===== config.mk =====
export PLATFORM = sky130hd
export DESIGN_NAME = alu_share_arbiter_flat
export DESIGN_NICKNAME = d
export VERILOG_FILES = /design/src/rtl/alu_share_arbiter_if.sv /design/src/rtl/alu_share_arbiter.sv /design/src/flat_wrapper.sv
export SDC_FILE = /design/constraint.sdc
export NUM_CORES = 1
export LEC_CHECK = 0
export ABC_AREA = 1
export BUFFER_PORTS_ARGS = -buffer_cell sky130_fd_sc_hd__buf_2
export CORE_AREA = 4 4 120 122
export DETAILED_ROUTE_END_ITERATION = 8
export DIE_AREA = 0 0 124 126
export GPL_TIMING_DRIVEN = 0
export PLACE_DENSITY = 0.73
export SLEW_MARGIN = 20
export SYNTH_ARGS = -nofsm -noshare
export SYNTH_HDL_FRONTEND = slang
export SYNTH_SLANG_ARGS = --single-unit

===== constraint.sdc =====
create_clock -name clk -period 1.8 [get_ports clk]
set_clock_uncertainty 0.05 [all_clocks]
set_input_delay 0.18 -clock clk [delete_from_list [all_inputs] [get_ports clk]]
set_output_delay 0.18 -clock clk [all_outputs]
set_load 0.005 [all_outputs]

===== src/rtl/alu_share_arbiter_if.sv =====
// Purpose: bundles the request/response handshakes of both requesters, the
//          shared-ALU drive/sample bus and the busy flag for alu_share_arbiter.
// Signals:
//   reqN_valid/ready/a/b/op      request handshake and operands, requester N
//   rspN_valid/ready/result/zero response handshake and result, requester N
//   alu_a/alu_b/alu_op           registered operands/op to the external ALU
//   alu_result/alu_zero          combinational ALU outputs sampled back
//   busy                         arbiter is not idle
// Modports: slave = arbiter side, master = requesters + ALU side.
interface alu_share_arbiter_if #(
    parameter int unsigned WIDTH = 32,
    parameter int unsigned OPW   = 4
);
    logic             req0_valid;
    logic             req0_ready;
    logic [WIDTH-1:0] req0_a;
    logic [WIDTH-1:0] req0_b;
    logic [OPW-1:0]   req0_op;
    logic             rsp0_valid;
    logic             rsp0_ready;
    logic [WIDTH-1:0] rsp0_result;
    logic             rsp0_zero;

    logic             req1_valid;
    logic             req1_ready;
    logic [WIDTH-1:0] req1_a;
    logic [WIDTH-1:0] req1_b;
    logic [OPW-1:0]   req1_op;
    logic             rsp1_valid;
    logic             rsp1_ready;
    logic [WIDTH-1:0] rsp1_result;
    logic             rsp1_zero;

    logic [WIDTH-1:0] alu_a;
    logic [WIDTH-1:0] alu_b;
    logic [OPW-1:0]   alu_op;
    logic [WIDTH-1:0] alu_result;
    logic             alu_zero;
    logic             busy;

    modport slave (
        input  req0_valid, req0_a, req0_b, req0_op, rsp0_ready,
        input  req1_valid, req1_a, req1_b, req1_op, rsp1_ready,
        input  alu_result, alu_zero,
        output req0_ready, rsp0_valid, rsp0_result, rsp0_zero,
        output req1_ready, rsp1_valid, rsp1_result, rsp1_zero,
        output alu_a, alu_b, alu_op, busy
    );

    modport master (
        output req0_valid, req0_a, req0_b, req0_op, rsp0_ready,
        output req1_valid, req1_a, req1_b, req1_op, rsp1_ready,
        output alu_result, alu_zero,
        input  req0_ready, rsp0_valid, rsp0_result, rsp0_zero,
        input  req1_ready, rsp1_valid, rsp1_result, rsp1_zero,
        input  alu_a, alu_b, alu_op, busy
    );
endinterface


===== src/rtl/alu_share_arbiter.sv =====
// Purpose: shares one external combinational ALU between two requesters.
//          Round-robin grant, registered operands into the ALU, result
//          captured after one EXEC cycle and held until the response is taken.
// Ports:
//   clk    rising-edge clock
//   rst_n  asynchronous active-low reset
//   bus    alu_share_arbiter_if.slave (request/response handshakes, ALU bus, busy)
module alu_share_arbiter #(
    parameter int unsigned WIDTH = 32,
    parameter int unsigned OPW   = 4
) (
    input  logic                clk,
    input  logic                rst_n,
    alu_share_arbiter_if.slave  bus
);
    localparam logic [OPW-1:0] OP_ADD = OPW'(4'b0010);

    typedef enum logic [1:0] {
        S_IDLE = 2'd0,
        S_EXEC = 2'd1,
        S_RESP = 2'd2
    } state_t;

    state_t           r_state;
    state_t           w_next_state;
    logic             r_gnt;
    logic             r_last_gnt;
    logic [WIDTH-1:0] r_a;
    logic [WIDTH-1:0] r_b;
    logic [OPW-1:0]   r_op;
    logic [WIDTH-1:0] r_result;
    logic             r_zero;

    logic             w_gnt;
    logic             w_idle;
    logic             w_accept;
    logic             w_rsp_hs;

    // Contention goes to the requester that was not served last.
    always_comb begin
        w_gnt = 1'b0;
        if (bus.req0_valid && bus.req1_valid)
            w_gnt = ~r_last_gnt;
        else
            w_gnt = bus.req1_valid;
    end

    assign w_idle   = (r_state == S_IDLE);
    assign w_accept = w_idle && (bus.req0_valid || bus.req1_valid);
    assign w_rsp_hs = (r_state == S_RESP) && (r_gnt ? bus.rsp1_ready : bus.rsp0_ready);

    always_comb begin
        w_next_state = r_state;
        case (r_state)
            S_IDLE:  if (w_accept) w_next_state = S_EXEC;
            S_EXEC:  w_next_state = S_RESP;
            S_RESP:  if (w_rsp_hs) w_next_state = S_IDLE;
            default: w_next_state = S_IDLE;
        endcase
    end

    always_ff @(posedge clk or negedge rst_n) begin
        if (!rst_n)
            r_state <= S_IDLE;
        else
            r_state <= w_next_state;
    end

    always_ff @(posedge clk or negedge rst_n) begin
        if (!rst_n) begin
            r_gnt      <= 1'b0;
            r_last_gnt <= 1'b1;
            r_a        <= '0;
            r_b        <= '0;
            r_op       <= OP_ADD;
            r_result   <= '0;
            r_zero     <= 1'b0;
        end else begin
            if (w_accept) begin
                r_gnt <= w_gnt;
                r_a   <= w_gnt ? bus.req1_a  : bus.req0_a;
                r_b   <= w_gnt ? bus.req1_b  : bus.req0_b;
                r_op  <= w_gnt ? bus.req1_op : bus.req0_op;
            end
            if (r_state == S_EXEC) begin
                r_result <= bus.alu_result;
                r_zero   <= bus.alu_zero;
            end
            if (w_rsp_hs)
                r_last_gnt <= r_gnt;
        end
    end

    assign bus.req0_ready  = w_idle && bus.req0_valid && !w_gnt;
    assign bus.req1_ready  = w_idle && bus.req1_valid &&  w_gnt;
    assign bus.rsp0_valid  = (r_state == S_RESP) && !r_gnt;
    assign bus.rsp1_valid  = (r_state == S_RESP) &&  r_gnt;
    assign bus.rsp0_result = r_result;
    assign bus.rsp1_result = r_result;
    assign bus.rsp0_zero   = r_zero;
    assign bus.rsp1_zero   = r_zero;
    assign bus.alu_a       = r_a;
    assign bus.alu_b       = r_b;
    assign bus.alu_op      = r_op;
    assign bus.busy        = !w_idle;
endmodule


===== src/flat_wrapper.sv =====
// flat-port wrapper written by rule: the top's interface ports become plain ports
module alu_share_arbiter_flat 
#(
    parameter int unsigned WIDTH = 32,
    parameter int unsigned OPW   = 4
)
  (clk, rst_n, bus_req0_valid, bus_req0_a, bus_req0_b, bus_req0_op, bus_rsp0_ready, bus_req1_valid, bus_req1_a, bus_req1_b, bus_req1_op, bus_rsp1_ready, bus_alu_result, bus_alu_zero, bus_req0_ready, bus_rsp0_valid, bus_rsp0_result, bus_rsp0_zero, bus_req1_ready, bus_rsp1_valid, bus_rsp1_result, bus_rsp1_zero, bus_alu_a, bus_alu_b, bus_alu_op, bus_busy);
  alu_share_arbiter_if #(.WIDTH(WIDTH), .OPW(OPW)) bus_i ();
  input  logic clk;
  input  logic rst_n;
  input wire logic [$bits(bus_i.req0_valid)-1:0] bus_req0_valid;
  input wire logic [$bits(bus_i.req0_a)-1:0] bus_req0_a;
  input wire logic [$bits(bus_i.req0_b)-1:0] bus_req0_b;
  input wire logic [$bits(bus_i.req0_op)-1:0] bus_req0_op;
  input wire logic [$bits(bus_i.rsp0_ready)-1:0] bus_rsp0_ready;
  input wire logic [$bits(bus_i.req1_valid)-1:0] bus_req1_valid;
  input wire logic [$bits(bus_i.req1_a)-1:0] bus_req1_a;
  input wire logic [$bits(bus_i.req1_b)-1:0] bus_req1_b;
  input wire logic [$bits(bus_i.req1_op)-1:0] bus_req1_op;
  input wire logic [$bits(bus_i.rsp1_ready)-1:0] bus_rsp1_ready;
  input wire logic [$bits(bus_i.alu_result)-1:0] bus_alu_result;
  input wire logic [$bits(bus_i.alu_zero)-1:0] bus_alu_zero;
  output wire logic [$bits(bus_i.req0_ready)-1:0] bus_req0_ready;
  output wire logic [$bits(bus_i.rsp0_valid)-1:0] bus_rsp0_valid;
  output wire logic [$bits(bus_i.rsp0_result)-1:0] bus_rsp0_result;
  output wire logic [$bits(bus_i.rsp0_zero)-1:0] bus_rsp0_zero;
  output wire logic [$bits(bus_i.req1_ready)-1:0] bus_req1_ready;
  output wire logic [$bits(bus_i.rsp1_valid)-1:0] bus_rsp1_valid;
  output wire logic [$bits(bus_i.rsp1_result)-1:0] bus_rsp1_result;
  output wire logic [$bits(bus_i.rsp1_zero)-1:0] bus_rsp1_zero;
  output wire logic [$bits(bus_i.alu_a)-1:0] bus_alu_a;
  output wire logic [$bits(bus_i.alu_b)-1:0] bus_alu_b;
  output wire logic [$bits(bus_i.alu_op)-1:0] bus_alu_op;
  output wire logic [$bits(bus_i.busy)-1:0] bus_busy;
  assign bus_i.req0_valid = bus_req0_valid;
  assign bus_i.req0_a = bus_req0_a;
  assign bus_i.req0_b = bus_req0_b;
  assign bus_i.req0_op = bus_req0_op;
  assign bus_i.rsp0_ready = bus_rsp0_ready;
  assign bus_i.req1_valid = bus_req1_valid;
  assign bus_i.req1_a = bus_req1_a;
  assign bus_i.req1_b = bus_req1_b;
  assign bus_i.req1_op = bus_req1_op;
  assign bus_i.rsp1_ready = bus_rsp1_ready;
  assign bus_i.alu_result = bus_alu_result;
  assign bus_i.alu_zero = bus_alu_zero;
  assign bus_req0_ready = bus_i.req0_ready;
  assign bus_rsp0_valid = bus_i.rsp0_valid;
  assign bus_rsp0_result = bus_i.rsp0_result;
  assign bus_rsp0_zero = bus_i.rsp0_zero;
  assign bus_req1_ready = bus_i.req1_ready;
  assign bus_rsp1_valid = bus_i.rsp1_valid;
  assign bus_rsp1_result = bus_i.rsp1_result;
  assign bus_rsp1_zero = bus_i.rsp1_zero;
  assign bus_alu_a = bus_i.alu_a;
  assign bus_alu_b = bus_i.alu_b;
  assign bus_alu_op = bus_i.alu_op;
  assign bus_busy = bus_i.busy;
  alu_share_arbiter #(.WIDTH(WIDTH), .OPW(OPW)) u_core (.clk(clk), .rst_n(rst_n), .bus(bus_i));
endmodule

==> run summary, run 1 <==
DRC Markers = 0
final hold violations = 0
Synth Flop Type = dfrtp_1
power per cell area = 1550 nW/µm²
most frequent cell after synthesis = nand2_1
post-layout min period = 1.69 ns
critical path class = flop to output port
GRT met3 Usage = 5.83%
max-cap viol count = 0
Post-Synth Simple-Gate Area = 34.9%
sequential area share after synthesis = 47.1%
Max clock buf depth = 2
worst skew pair latency = 0.35 ns
GP Congestion = 0.840
DP Wirelength = 14400 µm
IO Pins = 314
total power = 0.0121 W
register bit total from synthesis = 105
CP arrival = 1.46 ns
GRT overflow = 0
Sink Count = 105
Synth Area in Compound Gates = 0.336%
Worst Tran Pin Value = 0.480 ns
clk slew on worst S/H paths = 0.07 ns
average wire per standard cell = 14.1 µm
layout cells sized above 1 = 35.0%
Final WS setup = 0.110 ns
Post-Synth XOR/XNOR Area = 0%
unrepaired setup endpoints after global routing = false
global-route met2 utilization = 40.1%
Max IR drop VDD = 0.000554 V
Post-Syn Area = 5590 µm²
WHS = 0.0133 ns
met1 Track Usage GR = 27.9%
largest family of logic cells by synthesized area = simple AND/OR/NAND/NOR gates
Vias = 5965
Port Buffers = 312
Critical Path Fanout Max = 6
total track usage = 23.1%
worst slack at placement = -0.146 ns
Starting Density = 42.4%
# rows = 42
vias in the first global route = 5639
Filler Cells Inserted = 1293
clock root cell = clkbuf_16
Yosys top cell area share = 46.1%
relative slew slack = 68.0%
largest net degree at the start of global routing = 60
Synth area leader = dfrtp_1
setup_tns = 0 ns
Final Max Slew Viols = 0
R2R Setup Slk = 0.12 ns
Die H = 126 µm
status = complete, no violations
initial drt markers = 269
top cells by count, synth = nand2_1, nand3_1, inv_1
Setup Viol. Count Final = 0
synth top area cells = dfrtp_1, nand2_1, nand3_1
fmax = 0.592 GHz
Synth Area in Adders = 0%
ANT nets after route = 0
Area Overhead vs Synth = 39.3%
min-delay worst type = input pin to flop
global-route wire length before repair = 28100 µm
Chip Width = 124 µm
Placed Area = 7400 µm²
crit share post-route = 93.9%
Synth Net Count = 962
antenna violations before repair = 0
Unique masters post-synth = 16
Layout Nets = 1292
Die Footprint = 15600 µm²
CP required = 1.57 ns
Post-Syn Area per Cell = 7.10 µm²
YS warnings = 0
H-tree depth = 3
drt first pass iters = 5
post-synthesis async set-or-reset flop share = 100%
most used routing layer = met2
Inserted Diodes = 0
CTS tree = yes
Leak Pwr = 4.97 nW
synthesized netlist cell count = 787
design area = 7780 µm²
number of enable flip-flop cells after synthesis = 0
CORE AREA = 13200 µm²
CP Launch Type = flop
Crit. End Element = output port
Num CTS Buffers = 9
WL final = 18300 µm
post-synthesis mux area share = 0%
Vias/cell = 4.60
layer usage:
layer / share of wire (%) / vias to the layer above
met2: 49 / 262
met5: 0 / -
li1: - / 2999
met3: 9.8 / 19
met4: 1.7 / 0
met1: 39 / 2685
worst paths after layout:
path / start / end / depth (start not counted)
min in group asynchronous: rst_n / u_core.bus.alu_a[22]$_DFFE_PN0P_ / 2
worst min-delay path: bus_alu_result[30] / u_core.bus.rsp0_result[30]$_DFFE_PN0N_ / 3
worst max-delay path: u_core.r_last_gnt$_DFFE_PN1P_ / bus_req0_ready / 5
max in group asynchronous: rst_n / u_core.bus.alu_op[1]$_DFFE_PN1P_ / 3
worst max register to register: u_core.r_last_gnt$_DFFE_PN1P_ / u_core.bus.alu_b[25]$_DFFE_PN0P_ / 7
worst min register to register: u_core.bus.alu_a[5]$_DFFE_PN0P_ / u_core.bus.alu_a[5]$_DFFE_PN0P_ / 2
power breakdown:
| group | internal, W | switching (W) | total (W) |
|---|---|---|---|
| registers | 0.00358 | 0.000721 | 0.00430 |
| clock network | 0.00115 | 0.000834 | 0.00199 |
| logic | 0.00263 | 0.00318 | 0.00581 |
| total | 0.00735 | 0.00474 | 0.0121 |
critical path, stage by stage (launching register included):
cell and delay (ns):
dfstp_2 0.54, nand2_2 0.17, nand2_8 0.15, nand2_1 0.06, nor2_1 0.07, buf_2 0.11
through the flow:
step                      cells  util, %
final                      1298     59.0
after detailed placement   1276     56.1
after global routing       1298     59.0
after floorplan             787        -
after global placement     1275     55.9
after CTS                  1298     59.0
cell type report:
| type | count | area, µm² | area share, % |
|---|---|---|---|
| buffer | 78 | 462 | 5.93 |
| clock buffer | 13 | 260 | 3.34 |
| clock inverter | 3 | 40.0 | 0.514 |
| inverter | 140 | 526 | 6.75 |
| multi-input combinational | 463 | 1990 | 25.5 |
| sequential | 105 | 2630 | 33.8 |
| tap | 176 | 220 | 2.83 |
| timing repair buffer | 320 | 1660 | 21.3 |
state kept, by name, indices dropped and copies added (netlist names):
register and flops:
u_core.r_last_gnt 1, u_core.r_state 2, u_core.bus.alu_a 32, u_core.bus.alu_b 32, u_core.bus.rsp0_zero 1, u_core.r_gnt 1
u_core.bus.rsp0_result 32, u_core.bus.alu_op 4
what timing repair did:
action / 4_1_cts / 5_1_grt
gates resized for setup: 4 / 0
endpoints found under the hold margin: 50 / 0
setup endpoints to repair: 19 / 0
hold buffers: 5 / 0
buffers inserted: 2 / 0
logic make-up after synthesis:
| kind of cell | after synthesis |
|---|---|
| AOI/OAI and AO/OA | 3 |
| DFF | 105 |
| buffers and inverters | 219 |
| and+or+nand+nor | 460 |
layout by cell type (no fill, tap or decap):
master,count
inv_2,2
dfrtp_1,103
buf_16,1
clkbuf_8,2
o21ai_0,2
buf_4,37
clkinv_2,2
inv_1,138
buf_2,329
dlygate4sd3_1,5
dfstp_2,2
clkbuf_16,9
nand3_1,169
clkbuf_1,24
nor2_4,1
nand2_2,2
nand2_8,1
nor2_1,7
buf_6,3
nand2_1,280
o21ai_2,1
bufinv_16,1
buf_1,1
No activity file was read; power rests on OpenSTA's default activity.
==> run 2: changes to the inputs <==
--- a/config.mk
+++ b/config.mk
@@ -6,12 +6,12 @@
 export NUM_CORES = 1
 export LEC_CHECK = 0
 export ABC_AREA = 1
-export BUFFER_PORTS_ARGS = -buffer_cell sky130_fd_sc_hd__buf_2
 export CORE_AREA = 4 4 120 122
 export DETAILED_ROUTE_END_ITERATION = 8
 export DIE_AREA = 0 0 124 126
+export DONT_BUFFER_PORTS = 1
 export GPL_TIMING_DRIVEN = 0
-export PLACE_DENSITY = 0.73
+export PLACE_DENSITY = 0.53
 export SLEW_MARGIN = 20
 export SYNTH_ARGS = -nofsm -noshare
 export SYNTH_HDL_FRONTEND = slang
==> run summary, run 2 (synthesis gave the netlist of run 1 again) <==
switching share of power = 41.9% (+2.7 points)
global-route wire length before repair = 28000 µm (-0.27%)
Crit. End Element = output port
crit path from = u_core.r_last_gnt$_DFFE_PN1P_
vias in the first global route = 5277 (-6.4%)
Max IR drop VDD = 0.000507 V (-8.5%)
GP Congestion = 0.847 (+0.86%)
final hold violations = 105 (+105)
average wire per standard cell = 17.2 µm (+21%)
RR Endpoint = u_core.bus.alu_b[26]$_DFFE_PN0P_
Int Pwr = 0.00623 W (-15%)
Sink Count = 105 (unchanged)
max-cap viol count = 0 (unchanged)
H-tree depth = 3 (unchanged)
DP Wirelength = 13300 µm (-7.3%)
ANT nets after route = 0 (unchanged)
Logic pwr share = 38.0% (-10 points)
Die Footprint = 15600 µm² (unchanged)
CP Launch Type = flop
post-layout min period = 1.72 ns (+0.0301 ns)
top sig layer = met4
antenna violations before repair = 0 (unchanged)
Vias = 5298 (-11%)
Clock power frac = 17.4% (+1.0 points)
initial drt markers = 244 (-9.3%)
# rows = 42 (unchanged)
clock root cell = clkbuf_16
Layout Utilization = 53.0% (-6.0 points)
worst skew pair latency = 0.34 ns (about the same)
Leak Pwr = 4.00 nW (-20%)
CP arrival = 1.49 ns (+0.03 ns)
Reg2Reg Depth = 6 (-1)
most frequent cells in the layout = nand2_1, nand3_1, inv_1
WL met2 = 9160 µm (+0.93%)
Worst Tran Pin Value = 0.544 ns (+0.0646 ns)
drt first pass iters = 5 (unchanged)
Placed Area = 5810 µm² (-22%)
total track usage = 23.0% (-0.12 points)
largest net degree at the start of global routing = 106 (+77%)
Inserted Diodes = 0 (unchanged)
fmax = 0.581 GHz (-1.8%)
Max clock buf depth = 2 (unchanged)
Final Max Slew Viols = 0 (unchanged)
R2R Setup Slk = 0.22 ns (+0.10 ns)
postcts setup bufs = 0 (-2)
Area Overhead vs Synth = 25.1%
relative slew slack = 63.7% (-4.3 points)
Critical Path End = bus_req0_ready
Crit Reg-Reg Startpoint = u_core.r_last_gnt$_DFFE_PN1P_
Die H = 126 µm (unchanged)
Chip Width = 124 µm (unchanged)
Num CTS Buffers = 9 (unchanged)
Starting Density = 42.4% (unchanged)
Reg power frac = 44.7% (+9.2 points)
DRC Markers = 0 (unchanged)
CP required = 1.57 ns (about the same)
critical path class = flop to output port
IO Pins = 314 (unchanged)
WL final = 18300 µm (-0.15%)
Critical Path Fanout Max = 17 (+11)
CORE AREA = 13200 µm² (unchanged)
crit share post-route = 95.6% (+1.7 points)
power per cell area = 1530 nW/µm² (-1.4%)
Setup Viol. Count Final = 0 (unchanged)
net switching power = 0.00449 W (-5.2%)
commonest non-fill, non-tap cell in the layout = nand2_1
status = complete, but fails checks
Metal-1 WL = 6920 µm (-3.4%)
failing checks = negative hold slack
routed wl met3 = 1760 µm (-2.1%)
hold_buf cts = 89 (+84)
setup_tns = 0 ns (unchanged)
min-delay worst type = input pin to async pin
clk slew on worst S/H paths = 0.07 ns (about the same)
CTS tree = yes
WHS = -0.527 ns (-0.540 ns)
Port Buffers = 0 (-100%)
GRT overflow = 0 (unchanged)
layout cells sized above 1 = 8.75% (-26 points)
Layout Nets = 1061 (-18%)
unrepaired setup endpoints after global routing = false
Vias/cell = 4.97 (+8.0%)
design area = 6990 µm² (-10%)
-- run 2: worst max-delay path, stage by stage, from the launching register on --
cell	delay (ns)
dfstp_2	0.54
nand2_2	0.18
nand2_8	0.19
nand2_1	0.08
nor2_2	0.15
-- run 2: how the worst min path moves through the flow --
stage / start / endpoint / slack, ns / cells past startpoint
floorplan: rst_n / u_core.bus.alu_a[0]$_DFFE_PN0P_ / -0.17 / 0
global placement: rst_n / u_core.bus.alu_b[1]$_DFFE_PN0P_ / -0.16 / 0
detailed placement: rst_n / u_core.bus.alu_a[29]$_DFFE_PN0P_ / -0.16 / 0
CTS: rst_n / u_core.bus.alu_a[29]$_DFFE_PN0P_ / -0.55 / 0
global route: rst_n / u_core.bus.alu_a[29]$_DFFE_PN0P_ / -0.55 / 0
finish: rst_n / u_core.bus.alu_b[0]$_DFFE_PN0P_ / -0.53 / 0
-- run 2: area by class of cell --
cell class	instances	area [µm²]
Buffer	78	462
Sequential cell	105	2630
Fill cell	1307	6200
Clock buffer	14	264
Clock inverter	2	12.5
Timing Repair Buffer	89	891
Tap cell	176	220
Multi-Input combinational cell	463	1990
Inverter	140	526
-- run 2: routing by layer --
| layer | GRT usage [%] | up-vias |
|---|---|---|
| li1 | - | 2534 |
| met1 | 26.5 | 2477 |
| met2 | 40.1 | 250 |
| met3 | 6.59 | 37 |
| met4 | 8.76 | 0 |
| met5 | 0 | - |
-- run 2: power groups by stage --
stage / logic [W] / registers (W) / clock network, W
after global placement: 0.00383 / 0.00483 / 0
after global routing: 0.00470 / 0.00494 / 0.00202
after detailed placement: 0.00395 / 0.00484 / 0
final: 0.00407 / 0.00479 / 0.00186
after CTS: 0.00412 / 0.00482 / 0.00192
after floorplan: 0.00308 / 0.00437 / 0
-- run 2: timing repair --
| item | in CTS | in global routing |
|---|---|---|
| endpoints found under the hold margin | 194 | 105 |
| endpoints found under the setup margin | 3 | 0 |
| gates resized for setup | 5 | 0 |
-- run 2: per-stage QoR --
stage	std cells	setup WS, ns	power, W
3_3_place_gp	963	-0.104	0.00866
4_1_cts	1067	0.0295	0.0109
6_report	1067	0.0799	0.0107
2_1_floorplan	787	0.463	0.00744
5_1_grt	1067	0.0155	0.0117
3_5_place_dp	963	-0.112	0.00878
==> run 3: changes to the inputs <==
--- a/config.mk
+++ b/config.mk
@@ -7,6 +7,7 @@
 export LEC_CHECK = 0
 export ABC_AREA = 1
 export CORE_AREA = 4 4 120 122
+export CTS_BUF_LIST = sky130_fd_sc_hd__clkbuf_8
 export DETAILED_ROUTE_END_ITERATION = 8
 export DIE_AREA = 0 0 124 126
 export DONT_BUFFER_PORTS = 1
==> run summary, run 3 (synthesis gave the netlist of run 1 again) <==
status = complete, but fails checks
failing checks = negative hold slack
Port Buffers = 0 (unchanged)
Reg2Reg Depth = 6 (unchanged)
Max clock buf depth = 2 (unchanged)
Vias = 5647 (+6.6%)
WHS = -0.564 ns (-0.0373 ns)
CP Launch Type = flop
Int Pwr = 0.00589 W (-5.4%)
net switching power = 0.00454 W (+1.2%)
Max IR drop VDD = 0.000482 V (-4.8%)
power per cell area = 1360 nW/µm² (-11%)
ANT nets after route = 0 (unchanged)
worst skew pair latency = 0.37 ns (+0.03 ns)
Chip Width = 124 µm (unchanged)
initial drt markers = 309 (+27%)
Filler Cells Inserted = 1191 (-8.9%)
critical path's slowest cell = dfstp_2
R2R Setup Slk = 0.19 ns (-0.03 ns)
H-tree depth = 3 (unchanged)
Crit path max-delay family = flip-flops
CORE AREA = 13200 µm² (unchanged)
Die H = 126 µm (unchanged)
Worst path max stage delay = 0.55 ns (about the same)
clock root cell = clkbuf_8
Reg power frac = 46.0% (+1.3 points)
setup_tns = 0 ns (unchanged)
critical path, cell by cell = nand2_2 -> nand2_8 -> nand2_1 -> nor2_2
Critical Path Fanout Max = 6 (-11)
CP arrival = 1.46 ns (-0.03 ns)
WL final = 19600 µm (+7.2%)
vias in the first global route = 5792 (+9.8%)
IO Pins = 314 (unchanged)
Crit. End Element = output port
Clock power frac = 13.0% (-4.4 points)
average wire per standard cell = 17.2 µm (about the same)
hold_buf cts = 162 (+82%)
RR Endpoint = u_core.bus.alu_b[9]$_DFFE_PN0P_
# rows = 42 (unchanged)
final hold violations = 105 (unchanged)
min-delay worst type = input pin to async pin
most frequent cells in the layout = nand2_1, nand3_1, dlygate4sd3_1
WP depth = 4 (unchanged)
clk slew on worst S/H paths = 0.10 ns (+0.03 ns)
CP required = 1.57 ns (about the same)
GRT overflow = 0 (unchanged)
relative slew slack = 63.8% (+0.11 points)
Placed Area = 5810 µm² (unchanged)
Logic pwr share = 41.0% (+3.0 points)
Sink Count = 105 (unchanged)
Layout Nets = 1137 (+7.2%)
Area Overhead vs Synth = 37.0%
Setup Viol. Count Final = 0 (unchanged)
GP Congestion = 0.847 (unchanged)
design area = 7660 µm² (+9.5%)
Die Footprint = 15600 µm² (unchanged)
Vias/cell = 4.94 (-0.50%)
largest net degree at the start of global routing = 106 (unchanged)
Final Max Slew Viols = 0 (unchanged)
Leak Pwr = 4.29 nW (+7.3%)
fmax = 0.591 GHz (+1.6%)
commonest non-fill, non-tap cell in the layout = nand2_1
total track usage = 24.9% (+1.9 points)
Inserted Diodes = 0 (unchanged)
switching share of power = 43.5% (+1.6 points)
global-route wire length before repair = 30500 µm (+8.9%)
Num CTS Buffers = 9 (unchanged)
Starting Density = 42.4% (unchanged)
post-layout min period = 1.69 ns (-0.0266 ns)
Final WS setup = 0.107 ns (+0.0266 ns)
critical path class = flop to output port
antenna violations before repair = 0 (unchanged)
Crit Reg-Reg Startpoint = u_core.r_state[0]$_DFFE_PN0P_
worst slack at placement = -0.112 ns (unchanged)
Worst Tran Pin Value = 0.543 ns (-0.00158 ns)
CTS tree = yes
DP Wirelength = 13300 µm (unchanged)
DRC Markers = 0 (unchanged)
layout cells sized above 1 = 8.38% (-0.38 points)
unrepaired setup endpoints after global routing = false
crit share post-route = 94.1% (-1.5 points)
drt first pass iters = 4 (-1)
CP bufs+invs = 0 (unchanged)
Critical Path End = bus_req0_ready
max-cap viol count = 0 (unchanged)
crit path from = u_core.r_last_gnt$_DFFE_PN1P_
total power = 0.0104 W (-2.6%)
## run 3: cell count changes in the layout (fill, tap and decap cells not counted), sizes merged
cell,change
buf,+3
clkbuf,-3
dlygate4sd3,+73
inv,+3
## run 3: worst min-delay path by stage
stage | slack, ns | endpoint | start
after floorplan | -0.17 | u_core.bus.alu_a[0]$_DFFE_PN0P_ | rst_n
after global placement | -0.16 | u_core.bus.alu_b[1]$_DFFE_PN0P_ | rst_n
after detailed placement | -0.16 | u_core.bus.alu_a[29]$_DFFE_PN0P_ | rst_n
after CTS | -0.59 | u_core.bus.alu_a[29]$_DFFE_PN0P_ | rst_n
after global routing | -0.60 | u_core.bus.alu_a[29]$_DFFE_PN0P_ | rst_n
final | -0.56 | u_core.bus.alu_a[29]$_DFFE_PN0P_ | rst_n
## run 3: what timing repair did
item                                    CTS  global route
buffers inserted                          3             0
endpoints found under the setup margin    3             0
hold endpoints to repair                208           105
resized for setup                         5             0
## run 3: through the flow
step                      instances  utilization (%)
after CTS                      1143             58.1
after floorplan                 787                -
final                          1143             58.1
after global placement          963             44.0
after detailed placement        963             44.0
after global routing           1143             58.1
## run 3: final cells by class
cell class	instances	area (µm²)	area share [%]
Sequential cell	105	2630	34.3
Multi-Input combinational cell	463	1990	26.0
Timing Repair Buffer	165	1660	21.6
Inverter	140	526	6.86
Buffer	78	462	6.03
Tap cell	176	220	2.88
Clock buffer	11	151	1.98
Clock inverter	5	23.8	0.310
## run 3: per-layer routing
| metal | share of wire, % | track usage [%] |
|---|---|---|
| met4 | 4.0 | 12.1 |
| met1 | 37 | 28.3 |
| met5 | 0 | 0 |
| met2 | 50 | 42.8 |
| met3 | 9.0 | 6.77 |
## run 3: power by group through the flow
stage | clock, W | sequential (W) | combinational, W
final | 0.00135 | 0.00480 | 0.00428
after global routing | 0.00150 | 0.00494 | 0.00490
after CTS | 0.00142 | 0.00481 | 0.00427
after detailed placement | 0 | 0.00484 | 0.00395
after global placement | 0 | 0.00483 | 0.00383
after floorplan | 0 | 0.00437 | 0.00308
